<file path="src/rtl/chipram_sdram_arb.sv">
// Chip RAM SDRAM controller and arbiter.
// Runs the SDRAM power-up sequence, then shares the device between Agnus
// DMA and the 68040. Refresh has top priority and DMA has priority over the
// CPU. A starvation guard hands the CPU every third access while both
// requesters are active.
// Each access is a single word with auto-precharge. Every output comes from
// a register, so a command decided at a clock edge appears on the pins
// during the following cycle.
module chipram_sdram_arb #(
  parameter int INIT_CYCLES  = 16000,
  parameter int REF_INTERVAL = 624,
  parameter int TRCD         = 2,
  parameter int CL           = 2,
  parameter int TRP          = 2,
  parameter int TWR          = 2,
  parameter int TRFC         = 6
) (
  input  logic       CLK80,
  input  logic       RESET,
  input  logic       DMA_REQ,
  input  logic       DMA_RnW,
  input  logic       CPU_REQ,
  input  logic       CPU_RnW,
  output logic       GNT_DMA,
  output logic       GNT_CPU,
  output logic       ACK,
  output logic       nSDRAM_CS,
  output logic       nRAS,
  output logic       nCAS,
  output logic       nWE,
  output logic       CLKE,
  output logic [1:0] MA_SEL,
  output logic       INIT_DONE
);

  // One counter times every state. It must be wide enough for the longest
  // wait, which is the power-up NOP period.
  localparam int CntW = $clog2(INIT_CYCLES + TRCD + CL + TRP + TWR + TRFC + 4);
  localparam int RefW = $clog2(REF_INTERVAL + 1);

  localparam logic [CntW-1:0] InitLast  = CntW'(INIT_CYCLES);
  localparam logic [CntW-1:0] TrpLast   = CntW'(TRP - 1);
  localparam logic [CntW-1:0] TrfcLast  = CntW'(TRFC - 1);
  localparam logic [CntW-1:0] MrsLast   = CntW'(1);
  localparam logic [CntW-1:0] TrcdLast  = CntW'(TRCD - 1);
  localparam logic [CntW-1:0] ClLast    = CntW'(CL - 1);
  localparam logic [CntW-1:0] WrRecLast = CntW'(TWR + TRP - 1);
  localparam logic [RefW-1:0] RefLast   = RefW'(REF_INTERVAL - 1);

  // Command encodings are {CS, RAS, CAS, WE}, all active low.
  localparam logic [3:0] CmdInh   = 4'b1111;
  localparam logic [3:0] CmdNop   = 4'b0111;
  localparam logic [3:0] CmdAct   = 4'b0011;
  localparam logic [3:0] CmdRead  = 4'b0101;
  localparam logic [3:0] CmdWrite = 4'b0100;
  localparam logic [3:0] CmdPre   = 4'b0010;
  localparam logic [3:0] CmdRef   = 4'b0001;
  localparam logic [3:0] CmdMrs   = 4'b0000;

  typedef enum logic [3:0] {
    INIT_WAIT, INIT_PRE, INIT_REF1, INIT_REF2, INIT_MRS,
    IDLE, ACT, RW, RD_WAIT, RECOVER, REFRESH
  } state_t;

  state_t          state, stateNext;
  logic [CntW-1:0] cnt, cntNext;
  logic [RefW-1:0] refCnt;
  logic            refPending, refWrap, refDue, refIssue;
  logic            ownerDma, ownerDmaNext;
  logic            rnw, rnwNext;
  logic [1:0]      streak, streakNext;
  logic            goArb, dmaWins, accessNext;

  logic [3:0]      cmdReg, cmdNext;
  logic [1:0]      maSelReg, maSelNext;
  logic            clkeReg;
  logic            gntDmaReg, gntDmaNext;
  logic            gntCpuReg, gntCpuNext;
  logic            ackReg, ackNext;
  logic            initDoneReg, initDoneNext;

  // A refresh is due in the cycle the interval counter expires, so an
  // arbitration at that edge already sees it, and afterwards until served.
  assign refWrap = (refCnt == RefLast);
  assign refDue  = refPending || refWrap;

  // After two DMA grants in a row that made a waiting CPU step aside, the
  // CPU wins the next non-refresh arbitration.
  assign dmaWins = DMA_REQ && !((streak == 2'd2) && CPU_REQ);

  // Free-running refresh interval timer with a one-deep pending flag.
  always_ff @(posedge CLK80 or posedge RESET) begin
    if (RESET) begin
      refCnt     <= '0;
      refPending <= 1'b0;
    end else begin
      refCnt <= refWrap ? '0 : refCnt + 1'b1;
      if (refIssue) begin
        refPending <= 1'b0;
      end else if (refWrap) begin
        refPending <= 1'b1;
      end
    end
  end

  // FSM state, cycle counter and the attributes latched at grant time.
  always_ff @(posedge CLK80 or posedge RESET) begin
    if (RESET) begin
      state    <= INIT_WAIT;
      cnt      <= '0;
      ownerDma <= 1'b0;
      rnw      <= 1'b0;
      streak   <= 2'd0;
    end else begin
      state    <= stateNext;
      cnt      <= cntNext;
      ownerDma <= ownerDmaNext;
      rnw      <= rnwNext;
      streak   <= streakNext;
    end
  end

  // Next state and next pin values. The command shows only on the cycle a
  // state is entered and NOP is sent while a state waits. The end of
  // recovery and the end of refresh arbitrate immediately, so back-to-back
  // work loses no cycle in IDLE.
  always_comb begin
    stateNext    = state;
    cntNext      = cnt + 1'b1;
    cmdNext      = CmdNop;
    maSelNext    = 2'b00;
    ownerDmaNext = ownerDma;
    rnwNext      = rnw;
    streakNext   = streak;
    refIssue     = 1'b0;
    goArb        = 1'b0;

    case (state)
      INIT_WAIT: begin
        if (cnt == InitLast) begin
          stateNext = INIT_PRE;
          cntNext   = '0;
          cmdNext   = CmdPre;
          maSelNext = 2'b10;
        end
      end
      INIT_PRE: begin
        if (cnt == TrpLast) begin
          stateNext = INIT_REF1;
          cntNext   = '0;
          cmdNext   = CmdRef;
          refIssue  = 1'b1;
        end
      end
      INIT_REF1: begin
        if (cnt == TrfcLast) begin
          stateNext = INIT_REF2;
          cntNext   = '0;
          cmdNext   = CmdRef;
          refIssue  = 1'b1;
        end
      end
      INIT_REF2: begin
        if (cnt == TrfcLast) begin
          stateNext = INIT_MRS;
          cntNext   = '0;
          cmdNext   = CmdMrs;
          maSelNext = 2'b11;
        end
      end
      INIT_MRS: begin
        // Leave unconditionally: requests seen while INIT_DONE was low are
        // not acted on until IDLE has been shown for one cycle.
        if (cnt == MrsLast) begin
          stateNext = IDLE;
          cntNext   = '0;
        end
      end
      IDLE: begin
        goArb = 1'b1;
      end
      ACT: begin
        if (cnt == TrcdLast) begin
          stateNext = RW;
          cntNext   = '0;
          cmdNext   = rnw ? CmdRead : CmdWrite;
          maSelNext = 2'b01;
        end
      end
      RW: begin
        stateNext = rnw ? RD_WAIT : RECOVER;
        cntNext   = '0;
      end
      RD_WAIT: begin
        if (cnt == ClLast) begin
          stateNext = RECOVER;
          cntNext   = '0;
        end
      end
      RECOVER: begin
        if (rnw ? (cnt == TrpLast) : (cnt == WrRecLast)) begin
          goArb = 1'b1;
        end
      end
      REFRESH: begin
        if (cnt == TrfcLast) begin
          goArb = 1'b1;
        end
      end
      default: begin
        stateNext = INIT_WAIT;
        cntNext   = '0;
      end
    endcase

    if (goArb) begin
      stateNext = IDLE;
      cntNext   = '0;
      if (refDue) begin
        stateNext = REFRESH;
        cmdNext   = CmdRef;
        refIssue  = 1'b1;
      end else if (dmaWins) begin
        stateNext    = ACT;
        cmdNext      = CmdAct;
        ownerDmaNext = 1'b1;
        rnwNext      = DMA_RnW;
        if (!CPU_REQ) begin
          streakNext = 2'd0;
        end else if (streak != 2'd2) begin
          streakNext = streak + 2'd1;
        end
      end else if (CPU_REQ) begin
        stateNext    = ACT;
        cmdNext      = CmdAct;
        ownerDmaNext = 1'b0;
        rnwNext      = CPU_RnW;
        streakNext   = 2'd0;
      end
    end

    // A write is acknowledged with its command. A read is acknowledged on
    // the last CAS-latency cycle, when the data is on the bus.
    accessNext   = stateNext inside {ACT, RW, RD_WAIT, RECOVER};
    gntDmaNext   = accessNext && ownerDmaNext;
    gntCpuNext   = accessNext && !ownerDmaNext;
    ackNext      = ((stateNext == RW) && !rnwNext) ||
                   ((stateNext == RD_WAIT) && (cntNext == ClLast));
    initDoneNext = !(stateNext inside {INIT_WAIT, INIT_PRE, INIT_REF1, INIT_REF2, INIT_MRS});
  end

  // Output registers. Reset drives the command lines inactive and drops
  // CKE. CKE is raised on the first clock after reset is released.
  always_ff @(posedge CLK80 or posedge RESET) begin
    if (RESET) begin
      cmdReg      <= CmdInh;
      maSelReg    <= 2'b00;
      clkeReg     <= 1'b0;
      gntDmaReg   <= 1'b0;
      gntCpuReg   <= 1'b0;
      ackReg      <= 1'b0;
      initDoneReg <= 1'b0;
    end else begin
      cmdReg      <= cmdNext;
      maSelReg    <= maSelNext;
      clkeReg     <= 1'b1;
      gntDmaReg   <= gntDmaNext;
      gntCpuReg   <= gntCpuNext;
      ackReg      <= ackNext;
      initDoneReg <= initDoneNext;
    end
  end

  assign {nSDRAM_CS, nRAS, nCAS, nWE} = cmdReg;
  assign MA_SEL    = maSelReg;
  assign CLKE      = clkeReg;
  assign GNT_DMA   = gntDmaReg;
  assign GNT_CPU   = gntCpuReg;
  assign ACK       = ackReg;
  assign INIT_DONE = initDoneReg;

endmodule

</file>
<file path="config.mk">
export PLATFORM = sky130hd
export DESIGN_NAME = chipram_sdram_arb
export DESIGN_NICKNAME = d
export VERILOG_FILES = /design/src/rtl/chipram_sdram_arb.sv
export SDC_FILE = /design/constraint.sdc
export NUM_CORES = 1
export LEC_CHECK = 0
export ABC_AREA = 1
export CORE_ASPECT_RATIO = 1.25
export CORE_MARGIN = 2
export CORE_UTILIZATION = 35
export CTS_CLUSTER_DIAMETER = 80
export CTS_CLUSTER_SIZE = 28
export DETAILED_ROUTE_END_ITERATION = 10
export DONT_BUFFER_PORTS = 1
export SYNTH_ARGS = -nofsm -noshare
export SYNTH_HDL_FRONTEND = slang
export SYNTH_SLANG_ARGS = --single-unit
</file>
<file path="constraint.sdc">
create_clock -name CLK80 -period 2.35 [get_ports CLK80]
set_input_delay 0.3525 -clock CLK80 [delete_from_list [all_inputs] [get_ports CLK80]]
set_output_delay 0.3525 -clock CLK80 [all_outputs]
set_load 0.005 [all_outputs]
</file>
==> results.txt, run 1 <==
The flow ran to the end, but the final reports show violations. The final reports fail on negative hold slack. In this run the core area contains 37 standard-cell rows. The combined global-route utilization of all metal layers is 0.1582. In this run the vertical extent of the chip is 106.5 um. The CTS tree is done. Input and output buffers added on the ports amount to 0. The amount of wire on met2 after detailed routing came out at 3.459 mm. The net count of the finished layout is 429.

The share of synthesized area occupied by flip-flops and latches is 0.3762. Summed over all failing endpoints, the final setup total negative slack is 0 ns. The total placed cells including tap cells came out at 508. In the finished design, the share of the clock period the worst path needs comes to 0.8715. The count of final max-slew check failures came out at 0. The total of hold buffers inserted after clock tree synthesis is 0. The number of global-route vias before repair is 2497. Of all flip-flops after synthesis, the portion carrying an async set or reset was 1.000. The maximum number of pins on one net before global-route repair is 25. After global routing the overflow that remains totals 0.

The number of vias in the routed layout came out at 2545. The insertion delay of the later-clocked pin in the worst-skew pair came out at 0.30 ns. The clock period could shrink to 2.048 ns.

After detailed routing, the number of vias per cell comes to 4.932. The synthesized flop and latch total is 44. The data required time of the critical path is 2.59 ns. After synthesis, the cell types taking the most area are sky130_fd_sc_hd__dfrtp_1 (34%), sky130_fd_sc_hd__nand2_1 (12%), sky130_fd_sc_hd__inv_1 (7.5%), sky130_fd_sc_hd__nand3_1 (7.5%), sky130_fd_sc_hd__nor2_1 (6.9%). The largest total area in the synthesized netlist belongs to sky130_fd_sc_hd__dfrtp_1. The cell area power density is 953.6 mW/mm^2. The capturing element type of the critical path is a register. The number of DRC markers in iteration 0 is 202.

The worst setup path is launched from a register. The die extent in x came out at 85.98 um. The tightest hold path in the finished design has a slack of -0.001404 ns. For the pin with the worst max-slew slack, the measured transition is 0.8435 ns. In the final routing, the length of wire on met1 measures 2.833 mm. The reported leakage power is 1.711 nW. The count of endpoints failing hold in the final timing report came out at 5.

The detailed-routed wire length on met3 is 280 um. The total I/O pin count is 17. The count of inserted antenna diode cells is 0. The synthesized area per cell is 7.119 sq um. The core footprint came out at 0.008194 sq mm.

The detailed-route DRC error count is 0. The kind of path behind the tightest hold check is input port to asynchronous set/reset pin. The average detailed-routed wire length per instance is 13.17 um. The cell area after synthesis is 0.002940 sq mm.

In this run the clock root is driven by a sky130_fd_sc_hd__clkbuf_8. The most used flip-flop cell after synthesis is sky130_fd_sc_hd__dfrtp_1. For the final database, setup skew stands at 0.01243 ns. The tree built by TritonCTS fans out to 44 sinks. The synthesized-area fraction occupied by and/or/nand/nor cells is 0.4026. Of the total synthesized cell area, the portion taken by XOR and XNOR cells is 0.02681.

Headroom to the max-slew limit came out at 0.4342. The number of max-cap violations came out at 0. The number of instances in the synthesized netlist is 413. The maximum clock frequency is 488.3 MHz. The critical path in this run is classified as register to register. The initial antenna violation count came out at 0. The top cell type's share of synthesized area is 0.3404. For this run, the number of Yosys warnings is 0.

The remaining antenna violation count after routing came out at 0. The worst register-to-register path has a setup slack of 0.30 ns. For this run, the detailed router's first-pass iteration total came to 5. Counting along the longest clock path gives a buffer depth of 2. The highest metal layer with signal wires is met4. The effective utilization at floorplan is 0.3588. The number of synthesized flops with an enable pin is 0.

The final RePlAce weighted congestion came out at 0.9493. The combinational family with the most area after synthesis is simple AND/OR/NAND/NOR gates. The die covers 0.009155 sq mm.

The worst-case IR drop observed on VDD is 0.0005021 V. The first-pass GRT wire length came out at 11.53 mm. The count of unique library cells instantiated by Yosys is 38. The share of cell area taken by muxes after synthesis is 0.003404. For the worst setup path, the data arrival time is 2.28 ns.

Setup repair after global routing left no endpoint under its margin. The number of buffers added by the clock tree synthesis step is 5. The count of cells in the finished layout, fillers not included, comes to 516. The deepest level of the CTS H-tree came out at 2. The complex-gate fraction of the synthesized area is 0.06340. The final wirelength is 6.795 mm. The post-synth net total is 424. The adder-cell share of the synthesized area came out at 0.02128. The clock transition at the register clock pins on the worst setup and hold paths after CTS came out at 0.09 ns. The half-perimeter wire length after detailed placement came out at 5.488 mm.

The layout cell share with drive strength beyond 1 came out at 0.1480. The final setup violation count is 0. In this run the worst path has a maximum fanout of 10.

The relative area change from synthesis to final layout came out at 7.362%.
## cell usage in the layout (no fill, tap or decap), types with 2 or more instances in the layout
master | netlist | layout
sky130_fd_sc_hd__clkbuf_8 | 0 | 5
sky130_fd_sc_hd__a21oi_1 | 8 | 8
sky130_fd_sc_hd__nand4_1 | 12 | 12
sky130_fd_sc_hd__o21ai_0 | 12 | 12
sky130_fd_sc_hd__buf_4 | 2 | 3
sky130_fd_sc_hd__nand2_4 | 3 | 3
sky130_fd_sc_hd__a21oi_2 | 3 | 2
sky130_fd_sc_hd__nor2_8 | 2 | 2
sky130_fd_sc_hd__inv_1 | 59 | 58
sky130_fd_sc_hd__nor3_1 | 3 | 3
sky130_fd_sc_hd__dfstp_2 | 4 | 4
sky130_fd_sc_hd__nor2_4 | 2 | 2
sky130_fd_sc_hd__nand2_1 | 97 | 97
sky130_fd_sc_hd__dfrtp_1 | 40 | 40
sky130_fd_sc_hd__o21ai_1 | 5 | 5
sky130_fd_sc_hd__nor2_1 | 54 | 54
sky130_fd_sc_hd__xor2_1 | 8 | 8
sky130_fd_sc_hd__inv_2 | 11 | 11
sky130_fd_sc_hd__nand3_1 | 44 | 44
sky130_fd_sc_hd__conb_1 | 2 | 2
sky130_fd_sc_hd__nand2_2 | 14 | 14
sky130_fd_sc_hd__nor2_2 | 6 | 6
sky130_fd_sc_hd__ha_1 | 5 | 5
## layout make-up
cell class	count	area (sq um)
multi-input cells	294	1536
inverters	70	262.8
clock buffers	6	72.57
clock inverters	2	35.03
fillers	871	5037
flip-flops and latches	44	1106
well taps	97	121.4
repair buffers	3	22.52
## report_power, final
part	internal, mW	leakage (nW)	total [mW]	switching [mW]
clock network	0.316	0.0552	0.573	0.257
logic	0.449	1.09	1.39	0.943
registers	0.908	0.570	1.05	0.137
total	1.67	1.71	3.01	1.34
## routing by layer
| layer | vias to the layer above | track usage |
|---|---|---|
| met5 | - | 0 |
| li1 | 1296 | - |
| met4 | 0 | 0.06916 |
| met2 | 70 | 0.2802 |
| met3 | 16 | 0.02640 |
| met1 | 1163 | 0.1846 |
## logic make-up (layout without fill, tap and decap cells)
logic type                 count (synthesis)  after routing
muxes                                      1              1
AOI/OAI and AO/OA                         32             32
and+or+nand+nor                          245            245
xor gates and xnor gates                   9              9
buffers and inverters                     75             81
other                                      2              2
DFF                                       44             44
adders and majority gates                  5              5
## through the flow
stage	hold WS [ns]	utilization	power (mW)	worst slack, ns	area (sq um)
floorplan	0.4448	-	2.077	0.6607	2940
global placement	0.3338	0.3712	2.420	0.2589	3042
detailed placement	0.3464	0.3712	2.426	0.2262	3042
CTS	0.02085	0.3843	3.011	0.2148	3149
global route	0.05734	0.3853	3.229	0.1364	3157
finish	-0.001404	0.3853	3.010	0.3020	3157
## repair_timing
action | CTS | global route
gates resized for setup | 0 | 1
endpoints found under the setup margin | 0 | 1
buffers inserted | 0 | 0
## Yosys cell counts (2+ instances only)
| cell type | count |
|---|---|
| sky130_fd_sc_hd__nand3_1 | 44 |
| sky130_fd_sc_hd__buf_4 | 2 |
| sky130_fd_sc_hd__nor2_4 | 2 |
| sky130_fd_sc_hd__inv_2 | 11 |
| sky130_fd_sc_hd__nand2_2 | 14 |
| sky130_fd_sc_hd__inv_1 | 59 |
| sky130_fd_sc_hd__conb_1 | 2 |
| sky130_fd_sc_hd__o21ai_1 | 5 |
| sky130_fd_sc_hd__ha_1 | 5 |
| sky130_fd_sc_hd__a21oi_1 | 8 |
| sky130_fd_sc_hd__o21ai_0 | 12 |
| sky130_fd_sc_hd__nor2_2 | 6 |
| sky130_fd_sc_hd__buf_6 | 2 |
| sky130_fd_sc_hd__nand2_4 | 3 |
| sky130_fd_sc_hd__nand4_1 | 12 |
| sky130_fd_sc_hd__dfstp_2 | 4 |
| sky130_fd_sc_hd__a21oi_2 | 3 |
| sky130_fd_sc_hd__nor2_1 | 54 |
| sky130_fd_sc_hd__dfrtp_1 | 40 |
| sky130_fd_sc_hd__nor3_1 | 3 |
| sky130_fd_sc_hd__nor2_8 | 2 |
| sky130_fd_sc_hd__nand2_1 | 97 |
| sky130_fd_sc_hd__xor2_1 | 8 |
## critical path: stages, from the launching register on
cell                      delay (ns)
sky130_fd_sc_hd__dfrtp_1        0.41
sky130_fd_sc_hd__inv_1          0.09
sky130_fd_sc_hd__ha_1           0.19
sky130_fd_sc_hd__nand3_1        0.12
sky130_fd_sc_hd__inv_1          0.14
sky130_fd_sc_hd__nand4_1        0.11
sky130_fd_sc_hd__nand2_1        0.16
sky130_fd_sc_hd__inv_2          0.10
sky130_fd_sc_hd__nand2_8        0.11
sky130_fd_sc_hd__nand2_1        0.09
sky130_fd_sc_hd__nand2_2        0.08
sky130_fd_sc_hd__nand2_1        0.11
sky130_fd_sc_hd__nor2_1         0.12
sky130_fd_sc_hd__nand4_1        0.09
sky130_fd_sc_hd__nand2_1        0.07
## registers in the layout, summed over array words and instances, names as in the netlist
signal	count
ownerDma	1
cmdReg	4
state	4
CLKE	1
refCnt	10
ACK	1
refPending	1
GNT_DMA	1
GNT_CPU	1
rnw	1
MA_SEL	2
INIT_DONE	1
cnt	14
streak	2
## path summary, 6_finish.rpt
check | cells after the start | to | startpoint
hold / removal | 1 | cnt[4] | RESET
setup / recovery | 14 | ACK | cnt[1]
hold reg to reg | 1 | streak[0] | streak[0]
setup reg to reg | 14 | ACK | cnt[1]
max in group asynchronous | 2 | refCnt[3] | RESET
min in group CLK80 | 4 | streak[0] | CPU_REQ
No activity file was read; power rests on OpenSTA's default activity.
==> run 2: changes to the inputs <==
--- a/config.mk
+++ b/config.mk
@@ -8,7 +8,7 @@
 export ABC_AREA = 1
 export CORE_ASPECT_RATIO = 1.25
 export CORE_MARGIN = 2
-export CORE_UTILIZATION = 35
+export CORE_UTILIZATION = 25
 export CTS_CLUSTER_DIAMETER = 80
 export CTS_CLUSTER_SIZE = 28
 export DETAILED_ROUTE_END_ITERATION = 10
==> results.txt, run 2 (synthesis gave the netlist of run 1 again) <==
The clock transition at the register clock pins on the worst setup and hold paths after CTS came out at 0.07 ns (-0.02 ns). The largest fanout on the critical path is 6 (-4). The buffer levels on the longest clock path came out at 2 (unchanged).

TritonCTS built the clock tree. The number of cells traversed by the worst register-to-register path is 14 (unchanged). The number of buffers added on ports came out at 0 (unchanged).

The insertion delay of the later-clocked pin in the worst-skew pair came out at 0.29 ns (about the same). The first-pass detailed-route iteration total is 5 (unchanged). Leaving out fill and tap cells, the most frequent cell in the layout is sky130_fd_sc_hd__nand2_1. The first-pass GRT wire length is 11.53 mm (unchanged). The per-cell via count in the routed design came out at 4.601 (-6.7%).

The final setup violation count came out at 0 (unchanged). The number of flip-flops under the largest register name was 14 (unchanged). The flow ran to the end, and the final reports show no timing, DRC or antenna violations. The reported leakage power came to 1.735 nW (+1.4%).

The die extent in y came out at 125.3 um (+18%). The average detailed-routed wire length per instance is 12.05 um (-8.5%). The core footprint came out at 0.01156 sq mm (+41%). The total of hold buffers inserted after clock tree synthesis is 0 (unchanged). The count of endpoints failing hold in the final timing report came out at 0 (-5). In this run the worst setup path begins at cnt[0].

The number of core rows came out at 44 (+19%). The number of vias in the routed layout came out at 2558 (+0.51%). The final design utilization came out at 0.2824 (-0.1029). The effective utilization at floorplan was 0.2543 (-0.1045). The number of buffers added by the clock tree synthesis step came out at 5 (unchanged).

The overall power came to 3.225 mW (+7.1%). The die extent in x was 101 um (+17%). The count of inserted antenna diode cells is 0 (unchanged). The maximum clock frequency is 476.8 MHz (-2.4%). The largest registers in the layout are cnt: 14 flops, refCnt: 10 flops. The final sum of negative setup slack came out at 0 ns (unchanged). The combined global-route utilization of all metal layers came out at 0.1123 (-0.04588). The maximum number of pins on one net before global-route repair came out at 45 (+80%). The worst setup path is captured at a register. The count of final max-slew check failures came out at 0 (unchanged). The min-delay analysis places its worst path in the category input port to asynchronous set/reset pin. The final RePlAce weighted congestion is 0.9039 (-4.8%).

The initial antenna violation count came to 0 (unchanged). The register-to-register setup slack is 0.25 ns (-0.05 ns). The critical path arrival was 2.32 ns (+0.04 ns). In this run the critical register-to-register path is launched from cnt[0].

The number of nets at the end of the flow came out at 428 (-0.23%). The number of DRC markers in iteration 0 was 126 (-38%). The number of global-route vias before repair came to 2530 (+1.3%). The cell area power density is 987.8 mW/mm^2 (+3.6%). The relative area change from synthesis to final layout came out at 11.02%. The area enclosed by the die boundary came out at 0.01265 sq mm (+38%). The number of max-cap violations is 0 (unchanged). Setup repair after global routing left no endpoint under its margin. The standard cell area after detailed placement is 0.003085 sq mm (+1.4%). The total I/O pin count is 17 (unchanged).

The minimum clock period came out at 2.098 ns (+0.04957 ns). The final worst-path cycle share came out at 0.8926 (+0.02109). The worst register-to-register path ends at ACK.

The detailed-route DRC error count is 0 (unchanged). The half-perimeter wire length after detailed placement came out at 5.290 mm (-3.6%). STA classifies the critical path startpoint as a register. Leaving out fill and tap cells, the most frequent cells in the layout are sky130_fd_sc_hd__nand2_1 (97), sky130_fd_sc_hd__inv_1 (58), sky130_fd_sc_hd__nor2_1 (54), sky130_fd_sc_hd__nand3_1 (44), sky130_fd_sc_hd__dfrtp_1 (40). The peak ir drop on the vdd network is 0.0003000 V (-40%). The slew of the pin with the lowest slew margin is 0.8939 ns (+0.05040 ns). The final worst clock skew is 0.004737 ns (-0.007690 ns). The layout cell share with drive strength beyond 1 is 0.1507 (+0.002746). The data required time of the critical path is 2.57 ns (-0.02 ns).

The post-layout instance area is 0.003264 sq mm (+3.4%). The count of filler cells inserted in the layout came out at 1256 (+44%). The deepest level of the CTS H-tree is 2 (unchanged). The critical path is of the register to register type.

The residual overflow from global routing is 0 (unchanged). The sink count of the clock tree is 44 (unchanged). More flip-flops sit in one register than any other, and that register is cnt. The relative slew slack came out at 0.4032 (-0.03099). The library cell used as clock root buffer is sky130_fd_sc_hd__clkbuf_16. The remaining antenna violation count after routing is 0 (unchanged). The final wirelength is 6.699 mm (-1.4%).
==> run 2: worst max path at each step <==
stage / end / slack (ns) / cells after the start
3_3_place_gp: ACK / 0.25 / 11
2_1_floorplan: ACK / 0.66 / 14
6_report: ACK / 0.25 / 14
4_1_cts: ACK / 0.19 / 11
3_5_place_dp: ACK / 0.20 / 11
5_1_grt: ACK / 0.03 / 14
==> run 2: through the flow <==
stage,cells,worst slack (ns),hold WS [ns]
after floorplan,413,0.6607,0.4448
after global placement,548,0.2506,0.4652
after detailed placement,548,0.2006,0.4761
after CTS,556,0.1888,0.1863
after global routing,556,0.03278,0.2330
final,556,0.2525,0.1297
==> run 2: area by class of cell <==
| class | count | area [sq um] | area share |
|---|---|---|---|
| Tap cell | 138 | 172.7 | 0.05289 |
| Multi-Input combinational cell | 294 | 1536 | 0.4707 |
| Sequential cell | 44 | 1106 | 0.3388 |
| Inverter | 70 | 262.8 | 0.08049 |
| Clock buffer | 5 | 125.1 | 0.03833 |
| Clock inverter | 3 | 46.29 | 0.01418 |
| Timing Repair Buffer | 2 | 15.01 | 0.004599 |
==> run 2: power breakdown <==
group / internal, mW / total (mW) / switching (mW) / leakage, nW
registers: 0.909 / 1.05 / 0.143 / 0.570
logic: 0.449 / 1.37 / 0.917 / 1.08
clock network: 0.505 / 0.806 / 0.301 / 0.0804
total: 1.86 / 3.22 / 1.36 / 1.73
==> run 2: metal layers <==
metal | up-vias | share of wire | GRT usage
met1 | 1206 | 0.42 | 0.1291
met5 | - | 0 | 0
met3 | 13 | 0.027 | 0.02012
met4 | 0 | 0.024 | 0.04134
li1 | 1294 | - | -
met2 | 45 | 0.53 | 0.2039
==> run 2: critical path: stages (launching register included) <==
cell and delay, ns:
sky130_fd_sc_hd__dfrtp_1 0.42, sky130_fd_sc_hd__inv_1 0.18, sky130_fd_sc_hd__ha_1 0.26, sky130_fd_sc_hd__nand2_1 0.07, sky130_fd_sc_hd__inv_1 0.05, sky130_fd_sc_hd__nand2_1 0.05
sky130_fd_sc_hd__nor2_1 0.07, sky130_fd_sc_hd__nand2_1 0.11, sky130_fd_sc_hd__nand2_1 0.09, sky130_fd_sc_hd__nand4_2 0.20, sky130_fd_sc_hd__nand2_1 0.22, sky130_fd_sc_hd__a21oi_1 0.06
sky130_fd_sc_hd__nor2_1 0.11, sky130_fd_sc_hd__nand4_1 0.08, sky130_fd_sc_hd__nand2_1 0.07
==> run 2: timing repair <==
| item | CTS | global route |
|---|---|---|
| setup endpoints to repair | 0 | 1 |
| gates resized for setup | 0 | 1 |
| setup buffers | 0 | 0 |
==> run 3: changes to the inputs <==
--- a/config.mk
+++ b/config.mk
@@ -8,11 +8,13 @@
 export ABC_AREA = 1
 export CORE_ASPECT_RATIO = 1.25
 export CORE_MARGIN = 2
-export CORE_UTILIZATION = 25
+export CORE_UTILIZATION = 52
 export CTS_CLUSTER_DIAMETER = 80
 export CTS_CLUSTER_SIZE = 28
 export DETAILED_ROUTE_END_ITERATION = 10
 export DONT_BUFFER_PORTS = 1
+export HOLD_SLACK_MARGIN = 0.05
+export PLACE_DENSITY = 0.67
 export SYNTH_ARGS = -nofsm -noshare
 export SYNTH_HDL_FRONTEND = slang
 export SYNTH_SLANG_ARGS = --single-unit
==> constraint.sdc (replaced) <==
create_clock -name CLK80 -period 2.5 [get_ports CLK80]
set_input_delay 0.375 -clock CLK80 [delete_from_list [all_inputs] [get_ports CLK80]]
set_output_delay 0.375 -clock CLK80 [all_outputs]
set_load 0.005 [all_outputs]
==> results.txt, run 3 (synthesis gave the netlist of run 1 again) <==
The combined global-route utilization of all metal layers is 0.2265 (+0.1142). The final worst clock skew came out at 0.006412 ns (+0.001675 ns). The portion of total power attributed to sequential cells was 0.369 (+0.043). The largest registers in the layout are cnt: 14 flops, refCnt: 10 flops. The per-cell via count in the routed design is 5.283 (+15%). The tightest min-delay check is of the input port to asynchronous set/reset pin type. The internal power consumption is 1.445 mW (-22%).

The number of buffers added by the clock tree synthesis step came out at 5 (unchanged). The number of buffers added on ports came out at 0 (unchanged). The multi-input gate area in the final layout is 0.001529 sq mm (-0.49%). The overall power is 2.684 mW (-17%).

The final RePlAce weighted congestion is 0.9397 (+4.0%). The number of core rows was 30 (-32%). The maximum clock frequency was 457.5 MHz (-4.0%). The relative area change from synthesis to final layout is 4.170%. The library cell used as clock root buffer is sky130_fd_sc_hd__clkbuf_8.

The number of cells in the finished layout apart from fillers came to 480 (-14%). The average detailed-routed wire length per instance is 13.76 um (+14%). The capturing element type of the critical path is a register.

The final wirelength came out at 6.606 mm (-1.4%). The proportion of power drawn by combinational gates is 0.465 (+0.041). The final worst-path cycle share is 0.8743 (-0.01823). The register area is 0.001106 sq mm (unchanged).

The critical path arrival is 2.38 ns (+0.06 ns). The switching share of total power came to 0.4615 (+0.03950). The half-perimeter wire length after detailed placement came out at 5.143 mm (-2.8%). The power spent charging and discharging nets came out at 1.239 mW (-9.0%). The minimum clock period is 2.186 ns (+0.08831 ns). The die extent in y is 88.07 um (-30%). The buffer levels on the longest clock path was 2 (unchanged). The critical path starts at cnt[3]. The register-to-register setup slack came out at 0.31 ns (+0.06 ns). The number of flip-flops under the largest register name came out at 14 (unchanged). Setup repair after global routing left no endpoint under its margin.

The CTS tree is done. STA classifies the critical path startpoint as a register. The count of filler cells inserted in the layout is 499 (-60%). The detailed-route DRC error count came out at 0 (unchanged). The insertion delay of the later-clocked pin in the worst-skew pair came out at 0.30 ns (about the same). The total of hold buffers inserted after clock tree synthesis is 0 (unchanged).

The number of buffers added for setup after CTS came out at 0 (unchanged). The relative slew slack came out at 0.4003 (-0.002855). The count of final max-slew check failures came to 0 (unchanged). The clock transition at the register clock pins on the worst setup and hold paths after CTS is 0.09 ns (+0.02 ns). The number of max-cap violations is 0 (unchanged). The number of nets at the end of the flow is 426 (-0.47%). The number of global-route vias before repair came out at 2322 (-8.2%). The final setup violation count came to 0 (unchanged). The data required time of the critical path came to 2.70 ns (+0.13 ns).

The maximum number of pins on one net before global-route repair came to 45 (unchanged). The first-pass GRT wire length came out at 10.90 mm (-5.4%). The layout cell share with drive strength beyond 1 is 0.1442 (-0.006487). The first-pass detailed-route iteration total is 5 (unchanged). The largest fanout on the critical path is 12 (+6).

The final sum of negative setup slack came out at 0 ns (unchanged). The cell area power density came out at 876.2 mW/mm^2 (-11%). The kind of critical path is register to register. The number of vias in the routed layout is 2536 (-0.86%). The core footprint came to 0.005443 sq mm (-53%). The die extent in x was 71.26 um (-29%).

The area enclosed by the die boundary is 0.006275 sq mm (-50%). The effective utilization at floorplan came to 0.5402 (+0.2859). The reported leakage power came out at 1.684 nW (-2.9%). The initial antenna violation count was 0 (unchanged).

The total I/O pin count is 17 (unchanged). More flip-flops sit in one register than any other, and that register is cnt. The quantity of gates resized following cts came to 0 (unchanged).

The sink count of the clock tree came out at 44 (unchanged). The standard cell area after detailed placement was 0.002978 sq mm (-3.5%). The final-layout worst hold slack came out at 0.1442 ns (+0.01449 ns).

The remaining antenna violation count after routing came to 0 (unchanged). The peak ir drop on the vdd network came out at 0.0006282 V (+110%). The slew of the pin with the lowest slew margin is 0.8982 ns (+0.004276 ns). The count of endpoints failing hold in the final timing report came out at 0 (unchanged). The residual overflow from global routing came out at 0 (unchanged). The total placed cells including tap cells is 472 (-14%). The worst register-to-register path begins at cnt[3]. The top cell types in the final layout, fill and taps aside, are sky130_fd_sc_hd__nand2_1 (97), sky130_fd_sc_hd__inv_1 (58), sky130_fd_sc_hd__nor2_1 (54), sky130_fd_sc_hd__nand3_1 (44), sky130_fd_sc_hd__dfrtp_1 (40).

The library cell used most frequently in the layout, excluding fill and tap cells, is sky130_fd_sc_hd__nand2_1. The deepest level of the CTS H-tree came to 2 (unchanged). The flow ran to the end, and the final reports show no timing, DRC or antenna violations.

The number of DRC markers in iteration 0 came out at 170 (+35%). The count of inserted antenna diode cells came to 0 (unchanged). The post-layout instance area is 0.003063 sq mm (-6.2%).

The clock network power share came out at 0.166 (-0.084).
==> run 3: cell types whose count changed in the layout (fill, tap and decap cells not counted), sizes merged <==
cell	before	now
inv	71	70
bufinv	1	0
buf	2	0
clkinv	0	1
clkbuf	5	6
==> run 3: worst max-delay path: stages (launching register included) <==
cell,delay [ns]
sky130_fd_sc_hd__dfrtp_1,0.57
sky130_fd_sc_hd__inv_1,0.12
sky130_fd_sc_hd__nand3_1,0.12
sky130_fd_sc_hd__inv_1,0.10
sky130_fd_sc_hd__nand4_1,0.11
sky130_fd_sc_hd__nand2_1,0.10
sky130_fd_sc_hd__a21oi_2,0.40
sky130_fd_sc_hd__nand2_1,0.21
sky130_fd_sc_hd__a21oi_1,0.19
sky130_fd_sc_hd__nor2_1,0.07
sky130_fd_sc_hd__nand4_1,0.06
sky130_fd_sc_hd__nand2_1,0.05
==> run 3: power groups by stage <==
| stage | logic [mW] | clock network, mW | registers, mW |
|---|---|---|---|
| 4_1_cts | 1.23 | 0.456 | 0.992 |
| 3_3_place_gp | 1.22 | 0 | 1.00 |
| 3_5_place_dp | 1.23 | 0 | 1.01 |
| 6_report | 1.25 | 0.446 | 0.990 |
| 2_1_floorplan | 1.00 | 0 | 0.949 |
| 5_1_grt | 1.40 | 0.483 | 1.01 |
==> run 3: path summary, 6_finish.rpt <==
kind | endpoint | cells after the start
worst max-delay path | ACK | 11
worst min-delay path | refPending | 1
worst max register to register | ACK | 11
worst min register to register | streak[0] | 1
max in group asynchronous | refCnt[2] | 1
min in group CLK80 | streak[0] | 4
==> run 3: final cells by class <==
class,count,area share
Multi-Input combinational cell,294,0.4992
Clock buffer,6,0.02369
Sequential cell,44,0.3611
Tap cell,64,0.02614
Inverter,70,0.08578
Clock inverter,2,0.004085
==> run 3: stage by stage <==
stage	worst slack [ns]	util
2_1_floorplan	0.8107	-
3_3_place_gp	0.4621	0.5471
3_5_place_dp	0.3738	0.5471
4_1_cts	0.3519	0.5628
5_1_grt	0.05825	0.5628
6_report	0.3142	0.5628
==> run 3: per-layer routing <==
| layer | wire, um | track usage | part of all wire | vias up |
|---|---|---|---|---|
| li1 | - | - | - | 1294 |
| met1 | 2815 | 0.2873 | 0.43 | 1145 |
| met4 | 277 | 0.1304 | 0.042 | 0 |
| met3 | 313 | 0.02762 | 0.047 | 20 |
| met2 | 3200 | 0.3729 | 0.48 | 77 |
| met5 | 0 | 0 | 0 | - |
